==> src/rtl/if_id_queue.sv <==
// Fetch-to-decode FWFT instruction queue: one-cycle push-to-head latency, NOP bubble when empty.
// Backpressure: in_ready drops only when full (independent of out_ready); flush empties it in one edge.
module if_id_queue #(
  parameter int DEPTH = 4,
  parameter int XLEN  = 32
) (
  input  logic                         clk,
  input  logic                         reset,
  input  logic                         in_valid,
  input  logic [XLEN-1:0]              in_pc,
  input  logic [XLEN-1:0]              in_instr,
  output logic                         in_ready,
  output logic                         out_valid,
  output logic [XLEN-1:0]              out_pc,
  output logic [XLEN-1:0]              out_instr,
  output logic                         out_illegal,
  input  logic                         out_ready,
  input  logic                         flush,
  output logic [$clog2(DEPTH+1)-1:0]   count
);

  localparam int PW = $clog2(DEPTH);
  localparam int CW = $clog2(DEPTH+1);
  localparam logic [XLEN-1:0] NOP_INSTR = XLEN'(32'h0000_0013);

  logic [DEPTH-1:0][XLEN-1:0] pc_mem;
  logic [DEPTH-1:0][XLEN-1:0] instr_mem;
  logic [PW-1:0]              rd_ptr;
  logic [PW-1:0]              wr_ptr;
  logic [CW-1:0]              occ;
  logic                       push;
  logic                       pop;

  assign in_ready  = (occ < CW'(DEPTH));
  assign out_valid = (occ != '0);
  assign push      = in_valid && in_ready;
  assign pop       = out_valid && out_ready;
  assign count     = occ;

  // Head is read straight from storage; an empty queue shows a canonical bubble.
  assign out_pc      = out_valid ? pc_mem[rd_ptr]    : '0;
  assign out_instr   = out_valid ? instr_mem[rd_ptr] : NOP_INSTR;
  assign out_illegal = out_valid && (out_instr[1:0] != 2'b11);

  always_ff @(posedge clk or posedge reset) begin
    if (reset) begin
      pc_mem    <= '0;
      instr_mem <= '0;
      rd_ptr    <= '0;
      wr_ptr    <= '0;
      occ       <= '0;
    end else if (flush) begin
      // Flush wins over any same-cycle push or pop.
      occ    <= '0;
      rd_ptr <= wr_ptr;
    end else begin
      if (push) begin
        pc_mem[wr_ptr]    <= in_pc;
        instr_mem[wr_ptr] <= in_instr;
        wr_ptr            <= wr_ptr + PW'(1);
      end
      if (pop) begin
        rd_ptr <= rd_ptr + PW'(1);
      end
      case ({push, pop})
        2'b10:   occ <= occ + CW'(1);
        2'b01:   occ <= occ - CW'(1);
        default: occ <= occ;
      endcase
    end
  end

endmodule

==> config.mk <==
export PLATFORM = sky130hd
export DESIGN_NAME = if_id_queue
export DESIGN_NICKNAME = d
export VERILOG_FILES = /design/src/rtl/if_id_queue.sv
export SDC_FILE = /design/constraint.sdc
export NUM_CORES = 1
export LEC_CHECK = 0
export ABC_AREA = 1
export ABC_CLOCK_PERIOD_IN_PS = 8100
export BUFFER_PORTS_ARGS = -buffer_cell sky130_fd_sc_hd__buf_2
export CORE_MARGIN = 2
export CORE_UTILIZATION = 53
export DETAILED_ROUTE_END_ITERATION = 10
export PLACE_DENSITY = 0.8
export SLEW_MARGIN = 20
export SYNTH_ARGS = -nofsm -noshare
export SYNTH_HDL_FRONTEND = slang
export SYNTH_SLANG_ARGS = --single-unit
==> constraint.sdc <==
create_clock -name clk -period 8.1 [get_ports clk]
set_input_delay 0.405 -clock clk [delete_from_list [all_inputs] [get_ports clk]]
set_output_delay 0.405 -clock clk [all_outputs]
set_load 0.01 [all_outputs]
# Yosys cells after proc, flatten, opt, wreduce, memory -nomap -nowiden

Cells that the tools add are included.

$add $sub $neg: 4
Mux-type cells: 14
Reduce and logical (&&, ||, !) cells: 8
Equality and inequality tests: 3
Magnitude comparators: 4
Bitwise operators: 1

Operator list:

| kind                  | count |
|---|---|
| $bwmux W128           | 2 |
| $mux W32              | 5 |
| $bmux W32 S2          | 2 |
| $demux W32 S2         | 1 |
| $lt A2 B3 Y1 const B  | 2 |
| $pmux W3 S2           | 1 |
| $reduce_bool A3 Y1    | 2 |
| $add A2 B1 Y2 const B | 2 |
| $logic_and A1 B1 Y1   | 4 |
| $mux W2               | 2 |
| $add A3 B1 Y3 const B | 1 |
| $lt A3 B3 Y1 const B  | 1 |
| $mux W3               | 1 |
| $sub A3 B1 Y3 const B | 1 |
| $eq A2 B1 Y1 const B  | 1 |
| $eq A2 B2 Y1 const B  | 1 |
| $ge A2 B1 Y1 const B  | 1 |
| $ne A2 B2 Y1 const B  | 1 |
| $reduce_and A2 Y1     | 1 |
| $reduce_bool A2 Y1    | 1 |
| $not A1 Y1            | 1 |

Logic and storage cells: 45
Register bits: 263
Bits of input ports: 69
Output and inout bits: 70

# Depth between registers and ports, before layout

Gate-level depths: netlist of the first run.

Depth in word-level cells: 5
Depth in mapped cells: 10
Mapped depth without buffers: 10

# Worst setup path after synthesis of the first run

OpenSTA, ideal clock, no wires.

Path kind: reg-to-output
Start point: register rd_ptr[0]
End point: output port out_illegal
Buffers on the path: 3
Required time: 7.695 ns
Data arrival time: 1.402 ns
Cell stages (with the launch flop): 8
Slack: 6.293 ns
Cells stage by stage: dfrtp_1 > buf_2 > inv_1 > buf_4 > buf_4 > a21oi_1 > o21ai_0 > nand2_1

Longest elaborated chain between the ends: 5

RTL lines:

| what                           | line | RTL |
|---|---|---|
| start: declaration             | 28   | `logic [PW-1:0] rd_ptr;` |
| start signal: assignment       | 55   | `rd_ptr <= wr_ptr;` |
| start signal: assignment       | 63   | `rd_ptr <= rd_ptr + PW'(1);` |
| $bmux W32 S2                   | 42   | `assign out_instr = out_valid ? instr_mem[rd_ptr] : NOP_INSTR;` |
| $mux W32 (not written as such) | 42   |  |
| $mux W32                       | 42   |  |
| net out_instr[1]               | 15   | `output logic [XLEN-1:0] out_instr,` |
| $ne A2 B2 Y1                   | 43   | `assign out_illegal = out_valid && (out_instr[1:0] != 2'b11);` |
| $logic_and A1 B1 Y1            | 43   |  |
| end: declaration               | 16   | `output logic out_illegal,` |

The timed path passes the listed nets, and every way through them passes these cells. The select of a mux whose other input is x is not followed.

# Worst setup path after layout of the first run

Start point: register rd_ptr[0]
End point: output port out_pc[24]

Longest elaborated chain between the ends: 3

RTL lines:

| what                           | line | RTL |
|---|---|---|
| $bmux W32 S2                   | 41   | `assign out_pc = out_valid ? pc_mem[rd_ptr] : '0;` |
| $mux W32 (not written as such) | 41   |  |
| $mux W32                       | 41   |  |
| end: declaration               | 14   | `output logic [XLEN-1:0] out_pc,` |

Every way passes these cells. The select of a mux whose other input is x is not followed.

==> metrics.md, run 1 <==
| Metric | Value |
|---|---|
| Global-route wire length before repair | `48100 µm` |
| Chip width | `153 µm` |
| Post-CTS sizing | `0` |
| Worst setup EP type | `output port` |
| Leak | `6.73 nW` |
| Fin crit share | `0.459` |
| Crit Path Class | `reg -> out` |
| Number of remaining DRC errors | `0` |
| DRT Wirelength | `28300 µm` |
| IO Count | `139` |
| Dpl cells | `1778` |
| Syn Area/Cell | `8.13 µm²` |
| Die height | `153 µm` |
| Total negative slack | `0 ns` |
| Largest net degree at the start of global routing | `139` |
| Total track usage | `0.244` |
| Final ANT Viol Nets | `0` |
| Final setup vio count | `0` |
| Final min period | `3.71 ns` |
| Initial Util | `0.541` |
| Drt initial violations | `837` |
| Number of global-route vias before repair | `9664` |
| Clock buffer count from CTS | `28` |
| PD cells | `425 mW/mm²` |
| Grt ovf | `0` |
| GPL Wtd Cong | `0.761` |
| Asr flop ratio synth | `1.00` |
| RSZ-0062 raised after global routing | `no` |
| Root Buffer | `clkbuf_16` |
| Core ar. | `0.0218 mm²` |
| Top post-synthesis cells by count | `o21ai_0, nand2_1, dfrtp_1, nor2_1, inv_1` |
| Yosys top cell area share | `0.557` |
| DR pass1 iterations | `5` |
| Slew Viols, Final | `0` |
| Largest cells by area after synthesis | `dfrtp_1, o21ai_0, nand2_1` |
| WP data required | `7.70 ns` |
| Most frequent cell after synthesis | `o21ai_0` |
| Post-Synthesis Cells | `1454` |
| Area leader, netlist | `dfrtp_1` |
| R2R depth | `7` |
| Hold-fix buffers, CTS | `0` |
| Register bit total from synthesis | `263` |
| Final hold vios | `0` |
| CTS clk-pin slew, worst paths | `0.06 ns` |
| Synth Cell Area | `0.0118 mm²` |
| Synth Net Count | `1528` |
| Die area | `0.0235 mm²` |
| CTS Sinks | `263` |
| Post-CTS setup buffers | `0` |
| Max Cap Viol | `0` |
| Crit-path max FO | `94` |
| Ys flop type | `dfrtp_1` |
| Initial antenna violation count | `1` |
| Mean routed wirelength per cell | `15.4 µm` |
| Worst vdd ir | `0.325 mV` |
| R2r setup slk | `5.44 ns` |
| Final design utilization | `0.613` |
| DPL Wire Length | `16000 µm` |
| Row count | `54` |
| Slew margin rel. | `0.359` |
| Syn. warnings | `0` |
| H-tree depth | `1` |
| Vias post-DR | `9956` |
| Pwr Total | `5.69 mW` |
| Finished Layout Cells | `1831` |
| CP arrival | `3.31 ns` |
| Post-synth cell types | `22` |
| Crit path launch type | `flip-flop` |
| Outcome | `completed` |
| Min-delay worst type | `in -> async` |
| Nets@finish | `1602` |
| Post-synth EDFFs | `0` |
| Worst Clk Skew | `0.0100 ns` |
| Clock buffer depth | `3` |
| CTS tree | `done` |
| Layout area overhead | `13.3%` |
| Skew-Pair Late Insertion Delay | `0.53 ns` |
| Max Clk Rate | `269 MHz` |
| Proportion of synthesized chip area in sequential cells | `0.557` |
| # fillers | `1877` |
| Port bufs | `138` |
| Worst-margin pin slew | `0.961 ns` |
| Vias per cell | `5.44` |
| Share of cells above drive strength 1 | `0.134` |
==> path summary, 6_finish.rpt <==
check                                     startpoint                         end
min in group clk                           in_pc[17]      pc_mem[81]$_DFFE_PP0P_
min reg2reg                instr_mem[51]$_DFFE_PP0P_   instr_mem[51]$_DFFE_PP0P_
max reg2reg                    rd_ptr[0]$_DFFE_PP0P_       rd_ptr[1]$_DFFE_PP0P_
max                            rd_ptr[0]$_DFFE_PP0P_                  out_pc[24]
min                                            reset  instr_mem[102]$_DFFE_PP0P_
max in group asynchronous                      reset       rd_ptr[0]$_DFFE_PP0P_
==> stage by stage <==
stage               worst slack (ns)  cell area, µm²  hold WS, ns
finish                          4.39           13400       0.0778
global route                    4.19           13400        0.161
CTS                             4.45           13400        0.126
detailed placement              5.02           12500        0.467
global placement                5.11           12500        0.460
floorplan                      0.455           11800        0.448
==> cell usage in the layout, fill, tap and decap left out, types with 2 or more instances in the layout <==
cell type  netlist  layout
buf_2           42     138
a21oi_1         66      66
nor2_1         251     251
clkbuf_1        30       6
o21ai_0        387     387
nand3_1          3       3
buf_6            4       2
inv_2            1       3
ha_1             4       4
dfrtp_1        263     261
nand2_4          0       4
clkbuf_16        0      29
nand2_1        291     287
buf_4            2       9
inv_1           76      73
clkbuf_8         0       8
clkinv_2         0      10
==> worst max-delay path, cell delays in order (launching register included) <==
cell and delay [ns]:
dfrtp_4 0.86, clkinv_2 0.55, buf_4 0.50, o21ai_0 0.35
a21oi_1 0.14, buf_2 0.19
==> flip-flops by register name, summed over array words and instances (netlist names) <==
register,flops
count,3
instr_mem,128
pc_mem,128
rd_ptr,2
wr_ptr,2
==> routing by layer <==
layer,share of wire,GRT usage
met1,0.45,0.349
met2,0.46,0.394
met3,0.065,0.0354
met4,0.018,0.0639
met5,0,0
==> cell type report <==
class / count / area [µm²] / area share
multi-input combinational: 1008 / 4460 / 0.333
timing repair buffer: 149 / 781 / 0.0583
tap: 280 / 350 / 0.0262
clock buffer: 43 / 858 / 0.0641
sequential: 263 / 6590 / 0.492
inverter: 78 / 302 / 0.0225
antenna: 1 / 2.50 / 0.000187
clock inverter: 9 / 45.0 / 0.00337
==> kinds of logic after synthesis <==
kind of cell / count (synthesis) / share of synthesized area
xor gates and xnor gates: 1 / 0.000741
adders and majority gates: 5 / 0.00593
and+or+nand+nor: 548 / 0.175
buffers and inverters: 183 / 0.0683
DFF: 263 / 0.557
AOI/OAI and AO/OA: 454 / 0.193
==> report_power, final <==
group	total (mW)	internal [mW]	switching, mW
logic	2.12	0.758	1.36
clock network	1.24	0.726	0.510
registers	2.34	1.95	0.388
total	5.69	3.44	2.26
Power figures use the tool's default switching activity.
==> run 2, diff against run 1 <==
ABC_AREA = 0   (was 1)
ABC_CLOCK_PERIOD_IN_PS = 3650   (was 8100)
CORE_UTILIZATION = 59   (was 53)
PLACE_DENSITY = 0.84   (was 0.8)
clock period = 3.65 ns   (was 8.1 ns; I/O delays follow)
==> run 2 against run 1 <==
Effect of this change:
- sequential power increased by 130%
- first-iteration DRC count shrank 48%
- utilization rose by 9.0 points
- register-to-register slack got worse by 4.4 ns
- combinational power rose to 2.6 times the previous value
- global-route usage down 0.57 points
- synthesized cell count fell by 48%
- final area is 15% higher
- clock power rose by 140%
- sequential share of layout area down 6.5 points
- largest power group unchanged
==> metrics.md, run 2 <==
| Metric | Value |
|---|---|
| Worst-margin pin slew | `1.03 ns (+0.0724 ns)` |
| Post-DP Area | `0.0138 mm² (+11%)` |
| Synth Net Count | `827 (-46%)` |
| Ys flop type | `dfrtp_1` |
| Post-synth cell types | `34 (+55%)` |
| Synth Cell Area | `0.0133 mm² (+12%)` |
| Reg-to-reg endpoint | `count[2]$_DFFE_PP0P_` |
| Core ar. | `0.0220 mm² (+0.62%)` |
| Clock buffer depth | `3 (unchanged)` |
| DRT Wirelength | `27300 µm (-3.3%)` |
| Number of global-route vias before repair | `7952 (-18%)` |
| Worst hold path cell count | `3` |
| Worst Hold Margin | `0.128 ns (+0.0505 ns)` |
| Synth Area in Adders | `0.00528 (-0.000650)` |
| Largest cells by area after synthesis | `dfrtp_1, mux2_4, mux4_2` |
| Max Cap Viol | `0 (unchanged)` |
| Most frequent cell after synthesis | `dfrtp_1` |
| Min-delay worst type | `in -> reg` |
| Yosys top cell area share | `0.496 (-0.0611)` |
| Final min period | `2.87 ns` |
| Commonest non-fill, non-tap cell in the layout | `dfrtp_1` |
| Nets@finish | `1024 (-36%)` |
| PD cells | `903 mW/mm² (+110%)` |
| Min-delay src | `in_valid` |
| Total track usage | `0.238 (-0.00566)` |
| Leak | `7.05 nW (+4.8%)` |
| Worst Setup Slack post-DPL | `1.22 ns (-3.79 ns)` |
| Final ANT Viol Nets | `0 (unchanged)` |
| Outcome | `completed` |
| Clock buffer count from CTS | `27 (-3.6%)` |
| Vias per cell | `5.76 (+5.9%)` |
| Die area | `0.0237 mm² (+0.87%)` |
| CTS tree | `done` |
| Layout area overhead | `16.3%` |
| Syn Area/Cell | `17.6 µm² (+120%)` |
| Skew-Pair Late Insertion Delay | `0.52 ns (about the same)` |
| Final setup vio count | `0 (unchanged)` |
| Post-route design area | `0.0154 mm² (+15%)` |
| Asr flop ratio synth | `1.00 (unchanged)` |
| R2r setup slk | `1.06 ns (-4.38 ns)` |
| Area leader, netlist | `dfrtp_1` |
| Final hold vios | `0 (unchanged)` |
| # fillers | `1401 (-25%)` |
| Number of remaining DRC errors | `0 (unchanged)` |
| Reg-to-Reg Start | `count[0]$_DFFE_PP0P_` |
| Slew Viols, Final | `0 (unchanged)` |
| Largest net degree at the start of global routing | `65 (-53%)` |
| Max Clk Rate | `348 MHz` |
| Fin crit share | `0.788` |
| H-tree depth | `1 (unchanged)` |
| Vias post-DR | `7184 (-28%)` |
| Chip width | `154 µm (+0.43%)` |
| R2R depth | `9 (+2)` |
| DR pass1 iterations | `4 (-1)` |
| Pwr Total | `13.9 mW (+140%)` |
| IO Count | `139 (unchanged)` |
| Crit Path Class | `reg -> out` |
| CP arrival | `2.69 ns (-0.62 ns)` |
| RSZ-0062 raised after global routing | `no` |
| Initial antenna violation count | `1 (unchanged)` |
| Worst setup EP type | `output port` |
| Setup ws final | `0.775 ns (-3.61 ns)` |
| Proportion of synthesized chip area in sequential cells | `0.496 (-0.0611)` |
| Root Buffer | `clkbuf_16` |
| Row count | `54 (unchanged)` |
| Port bufs | `138 (unchanged)` |
| Synth Area in XOR/XNOR | `0.00330 (+0.00256)` |
| Register bit total from synthesis | `263 (unchanged)` |
| Crit-path max FO | `44 (-53%)` |
| Top post-synthesis cells by count | `dfrtp_1, mux2_4, mux4_2, and2_1, buf_12` |
| CTS clk-pin slew, worst paths | `0.06 ns (about the same)` |
| Main combinational cell family by area after synthesis | `multiplexers` |
| Hold worst-path end | `count[1]$_DFFE_PP0P_` |
| Slew margin rel. | `0.310 (-0.0493)` |
| Drt initial violations | `435 (-48%)` |
| Worst Clk Skew | `0.00853 ns (-0.00152 ns)` |
| DPL Wire Length | `16100 µm (+0.39%)` |
| Post-CTS setup buffers | `0 (unchanged)` |
| Post-Synthesis Cells | `753 (-48%)` |
| Worst vdd ir | `0.633 mV (+95%)` |
| Post-synthesis compound-gate area fraction | `0.00651 (-0.186)` |
| Post-Synth Simple-Gate Area | `0.0408 (-0.135)` |
| Commonest non-fill, non-tap cells in the layout | `dfrtp_1, mux2_4, buf_2` |
| Share of cells above drive strength 1 | `0.546 (+0.412)` |
| Die height | `154 µm (+0.43%)` |
| CTS Sinks | `263 (unchanged)` |
| Grt ovf | `0 (unchanged)` |
| WP data required | `3.47 ns (-4.23 ns)` |
| Crit path launch type | `flip-flop` |
| Multiplexer share of the synthesized area | `0.394 (+0.394)` |
| Mean routed wirelength per cell | `21.9 µm (+42%)` |
| Syn. warnings | `0 (unchanged)` |
| Global-route wire length before repair | `45100 µm (-6.4%)` |
| Post-synth EDFFs | `0 (unchanged)` |
| GPL Wtd Cong | `0.792 (+4.0%)` |
| Initial Util | `0.604 (+0.0629)` |
run 2: cell families (layout without fill, tap and decap cells):
kind of cell / count (synthesis) / count (layout)
mux: 320 / 320
flops: 263 / 263
simple gates: 87 / 87
buf+inv: 58 / 272
compound gates: 15 / 15
fa+ha+maj: 5 / 5
xor+xnor: 5 / 5
other cells: 0 / 1
run 2: per-stage QoR:
stage	util	cells	TNS [ns]
final	0.703	1248	0
after global routing	0.703	1248	0
after CTS	0.703	1247	0
after detailed placement	0.629	1134	0
after global placement	0.629	1134	0
after floorplan	-	753	-0.534
run 2: critical path, stage by stage, from the launching register on:
cell	delay, ns
dfrtp_4	0.99
buf_4	0.45
mux4_2	0.39
and2_1	0.19
buf_2	0.14
run 2: routing by layer:
metal | GRT usage | routed length, µm | up-vias
li1 | - | - | 3126
met1 | 0.351 | 12700 | 3822
met2 | 0.391 | 13100 | 204
met3 | 0.0296 | 1120 | 32
met4 | 0.0414 | 389 | 0
met5 | 0 | 0 | -
run 2: power by group:
group	internal [mW]	leakage, nW	switching, mW
Clock	1.85	0.468	1.11
Combinational	3.69	3.42	1.80
Sequential	4.38	3.17	1.11
Total	9.93	7.05	4.02
run 2: timing repair:
item | 4_1_cts | 5_1_grt
gates resized for setup | 0 | 0
hold buffers | 67 | 0
hold endpoints to repair | 296 | 0
run 2: how the worst max path moves through the flow:
stage	start	end	slack, ns	cells after the start
final	rd_ptr[1]$_DFFE_PP0P_	out_instr[31]	0.78	4
after global placement	count[2]$_DFFE_PP0P_	pc_mem[60]$_DFFE_PP0P_	1.29	4
after detailed placement	count[2]$_DFFE_PP0P_	pc_mem[60]$_DFFE_PP0P_	1.22	4
after global routing	rd_ptr[1]$_DFFE_PP0P_	out_instr[31]	0.62	4
after CTS	rd_ptr[1]$_DFFE_PP0P_	out_instr[31]	0.73	4
after floorplan	reset	count[0]$_DFFE_PP0P_	-0.002	1
run 2: cell type report:
cell class	instances	area (µm²)	share of cell area
Sequential cell	263	6590	0.427
Multi-Input combinational cell	432	5970	0.387
Timing Repair Buffer	221	1560	0.101
Clock buffer	36	749	0.0485
Tap cell	280	350	0.0227
Clock inverter	10	200	0.0130
Inverter	5	22.5	0.00146
Antenna cell	1	2.50	0.000162
==> run 3, diff against run 2 <==
ABC_CLOCK_PERIOD_IN_PS = 2600   (was 3650)
CORE_UTILIZATION = 54   (was 59)
PLACE_DENSITY = 0.81   (was 0.84)
clock period = 2.6 ns   (was 3.65 ns; I/O delays follow)
==> run 3 against run 2 <==
Effect of this change:
- setup slack got worse by 0.63 ns
- final area rose by 1.9%
- critical endpoint is now count[2]$_DFFE_PP0P_
- sequential share of layout area fell by 0.80 points
- flip-flop and latch count did not move
==> metrics.md, run 3 (same netlist as run 2, synthesis figures left out) <==
| Metric | Value |
|---|---|
| Switching Share | `0.287 (-0.00175)` |
| Worst Setup Slack post-DPL | `0.546 ns (-0.678 ns)` |
| Clock buffer depth | `3 (unchanged)` |
| Worst setup EP type | `flip-flop` |
| CTS clk-pin slew, worst paths | `0.06 ns (about the same)` |
| Share of cells above drive strength 1 | `0.553 (+0.00728)` |
| DRT Wirelength | `26800 µm (-1.8%)` |
| Worst vdd ir | `0.687 mV (+8.6%)` |
| GR Util met3 | `0.0333 (+0.00372)` |
| FF+latch area | `0.00659 mm² (about the same)` |
| Setup ws final | `0.147 ns (-0.629 ns)` |
| Total track usage | `0.213 (-0.0252)` |
| Port bufs | `138 (unchanged)` |
| R2r setup slk | `0.15 ns (-0.91 ns)` |
| Finished Layout Cells | `1309 (+4.9%)` |
| Leak | `7.16 nW (+1.5%)` |
| Psw | `5.61 mW (+39%)` |
| Clock share of power | `0.208 (-0.005)` |
| Min-delay worst type | `in -> reg` |
| Slew Viols, Final | `0 (unchanged)` |
| Vias post-DR | `7149 (-0.49%)` |
| Skew-Pair Late Insertion Delay | `0.53 ns (about the same)` |
| Max Clk Rate | `408 MHz` |
| Mean routed wirelength per cell | `20.5 µm (-6.4%)` |
| CTS tree | `done` |
| IO Count | `139 (unchanged)` |
| Most used routing layer in global routing | `met2` |
| Initial Util | `0.547 (-0.0571)` |
| Dpl cells | `1188 (+4.8%)` |
| Nets@finish | `1037 (+1.3%)` |
| Layout area overhead | `18.6%` |
| Reg power frac | `0.381 (-0.013)` |
| Crit-path max FO | `10 (-77%)` |
| DPL Wire Length | `16300 µm (+1.0%)` |
| Commonest non-fill, non-tap cells in the layout | `dfrtp_1, mux2_4, buf_2` |
| Worst Hold Margin | `0.0354 ns (-0.0928 ns)` |
| Area occupied by multi-input gates | `0.00597 mm² (unchanged)` |
| Largest net degree at the start of global routing | `49 (-25%)` |
| Final design utilization | `0.649 (-0.0540)` |
| Final setup vio count | `0 (unchanged)` |
| Core ar. | `0.0242 mm² (+10%)` |
| Outcome | `completed` |
| Die area | `0.0258 mm² (+9.0%)` |
| Number of remaining DRC errors | `0 (unchanged)` |
| H-tree depth | `1 (unchanged)` |
| Die height | `161 µm (+4.4%)` |
| Met2 GRT Util | `0.339 (-0.0514)` |
| Row count | `57 (+5.6%)` |
| Final ANT Viol Nets | `0 (unchanged)` |
| Clock buffer count from CTS | `29 (+7.4%)` |
| Logic pwr share | `0.411 (+0.017)` |
| Crit path launch type | `flip-flop` |
| Chip width | `161 µm (+4.4%)` |
| Crit Path Class | `reg -> reg` |
| Final hold vios | `0 (unchanged)` |
| Final min period | `2.45 ns` |
| Global-route wire length before repair | `44200 µm (-1.9%)` |
| RSZ-0062 raised after global routing | `no` |
| Slew margin rel. | `0.472 (+0.161)` |
| Met1 global-route usage | `0.317 (-0.0342)` |
| Root Buffer | `clkbuf_16` |
| N_diodes | `0 (-1)` |
| Max Cap Viol | `0 (unchanged)` |
| CTS Sinks | `263 (unchanged)` |
| # fillers | `1692 (+21%)` |
| Grt ovf | `0 (unchanged)` |
| Worst-margin pin slew | `0.791 ns (-0.242 ns)` |
| WP data required | `3.07 ns (-0.40 ns)` |
| Fin crit share | `0.944` |
| DR pass1 iterations | `6 (+2)` |
| PD cells | `1240 mW/mm² (+38%)` |
| Initial antenna violation count | `0 (-1)` |
| CP arrival | `2.92 ns (+0.23 ns)` |
| Drt initial violations | `348 (-20%)` |
| Int Pwr | `14.0 mW (+41%)` |
| Worst Clk Skew | `0.00474 ns (-0.00379 ns)` |
| GPL Wtd Cong | `0.772 (-2.5%)` |
| Number of global-route vias before repair | `7921 (-0.39%)` |
| Vias per cell | `5.46 (-5.1%)` |
| Commonest non-fill, non-tap cell in the layout | `dfrtp_1` |
==> run 3: power by group through the flow <==
stage / registers (mW) / clock network, mW / logic (mW)
floorplan: 6.91 / 0 / 6.66
global placement: 7.41 / 0 / 7.73
detailed placement: 7.47 / 0 / 7.92
CTS: 7.45 / 4.17 / 8.12
global route: 7.70 / 4.33 / 8.61
finish: 7.46 / 4.07 / 8.04
==> run 3: path summary, 6_finish.rpt <==
path	from	endpoint	depth (start not counted)
worst min register to register	pc_mem[30]$_DFFE_PP0P_	pc_mem[30]$_DFFE_PP0P_	1
max in group asynchronous	reset	pc_mem[42]$_DFFE_PP0P_	5
worst max register to register	count[0]$_DFFE_PP0P_	count[2]$_DFFE_PP0P_	9
worst min-delay path	out_ready	count[0]$_DFFE_PP0P_	3
worst max-delay path	count[0]$_DFFE_PP0P_	count[2]$_DFFE_PP0P_	9
min in group asynchronous	reset	pc_mem[100]$_DFFE_PP0P_	3
==> run 3: layout make-up <==
type,count,share of cell area
clock inverters,8,0.00572
repair buffers,232,0.114
flip-flops and latches,263,0.419
inverters,5,0.00159
multi-input cells,432,0.379
clock buffers,45,0.0550
well taps,324,0.0258
==> run 3: what timing repair did <==
item | CTS | global route
hold endpoints to repair | 282 | 0
hold buffers | 67 | 0
buffers inserted | 1 | 0
resized for setup | 1 | 2
endpoints found under the setup margin | 3 | 1
==> run 3: worst max-delay path: stages, from the launching register on <==
cell	delay, ns
dfrtp_2	0.48
nor2_1	0.15
nor2_1	0.05
o21a_1	0.18
fa_1	0.38
nand2b_1	0.17
nor4_1	0.20
a21oi_1	0.07
a21oi_1	0.15
dlygate4sd3_1	0.55
==> run 3: layer usage <==
metal / share of wire / routed length (µm)
met2: 0.48 / 12800
met1: 0.46 / 12300
met4: 0.015 / 405
met5: 0 / 0
met3: 0.048 / 1300
==> run 3: through the flow <==
step	total power, mW	setup TNS (ns)	cell area (µm²)
after floorplan	13.6	-262.88	13300
after global placement	15.1	0	14100
after detailed placement	15.4	0	14100
after CTS	19.7	0	15700
after global routing	20.6	0	15700
final	19.6	0	15700
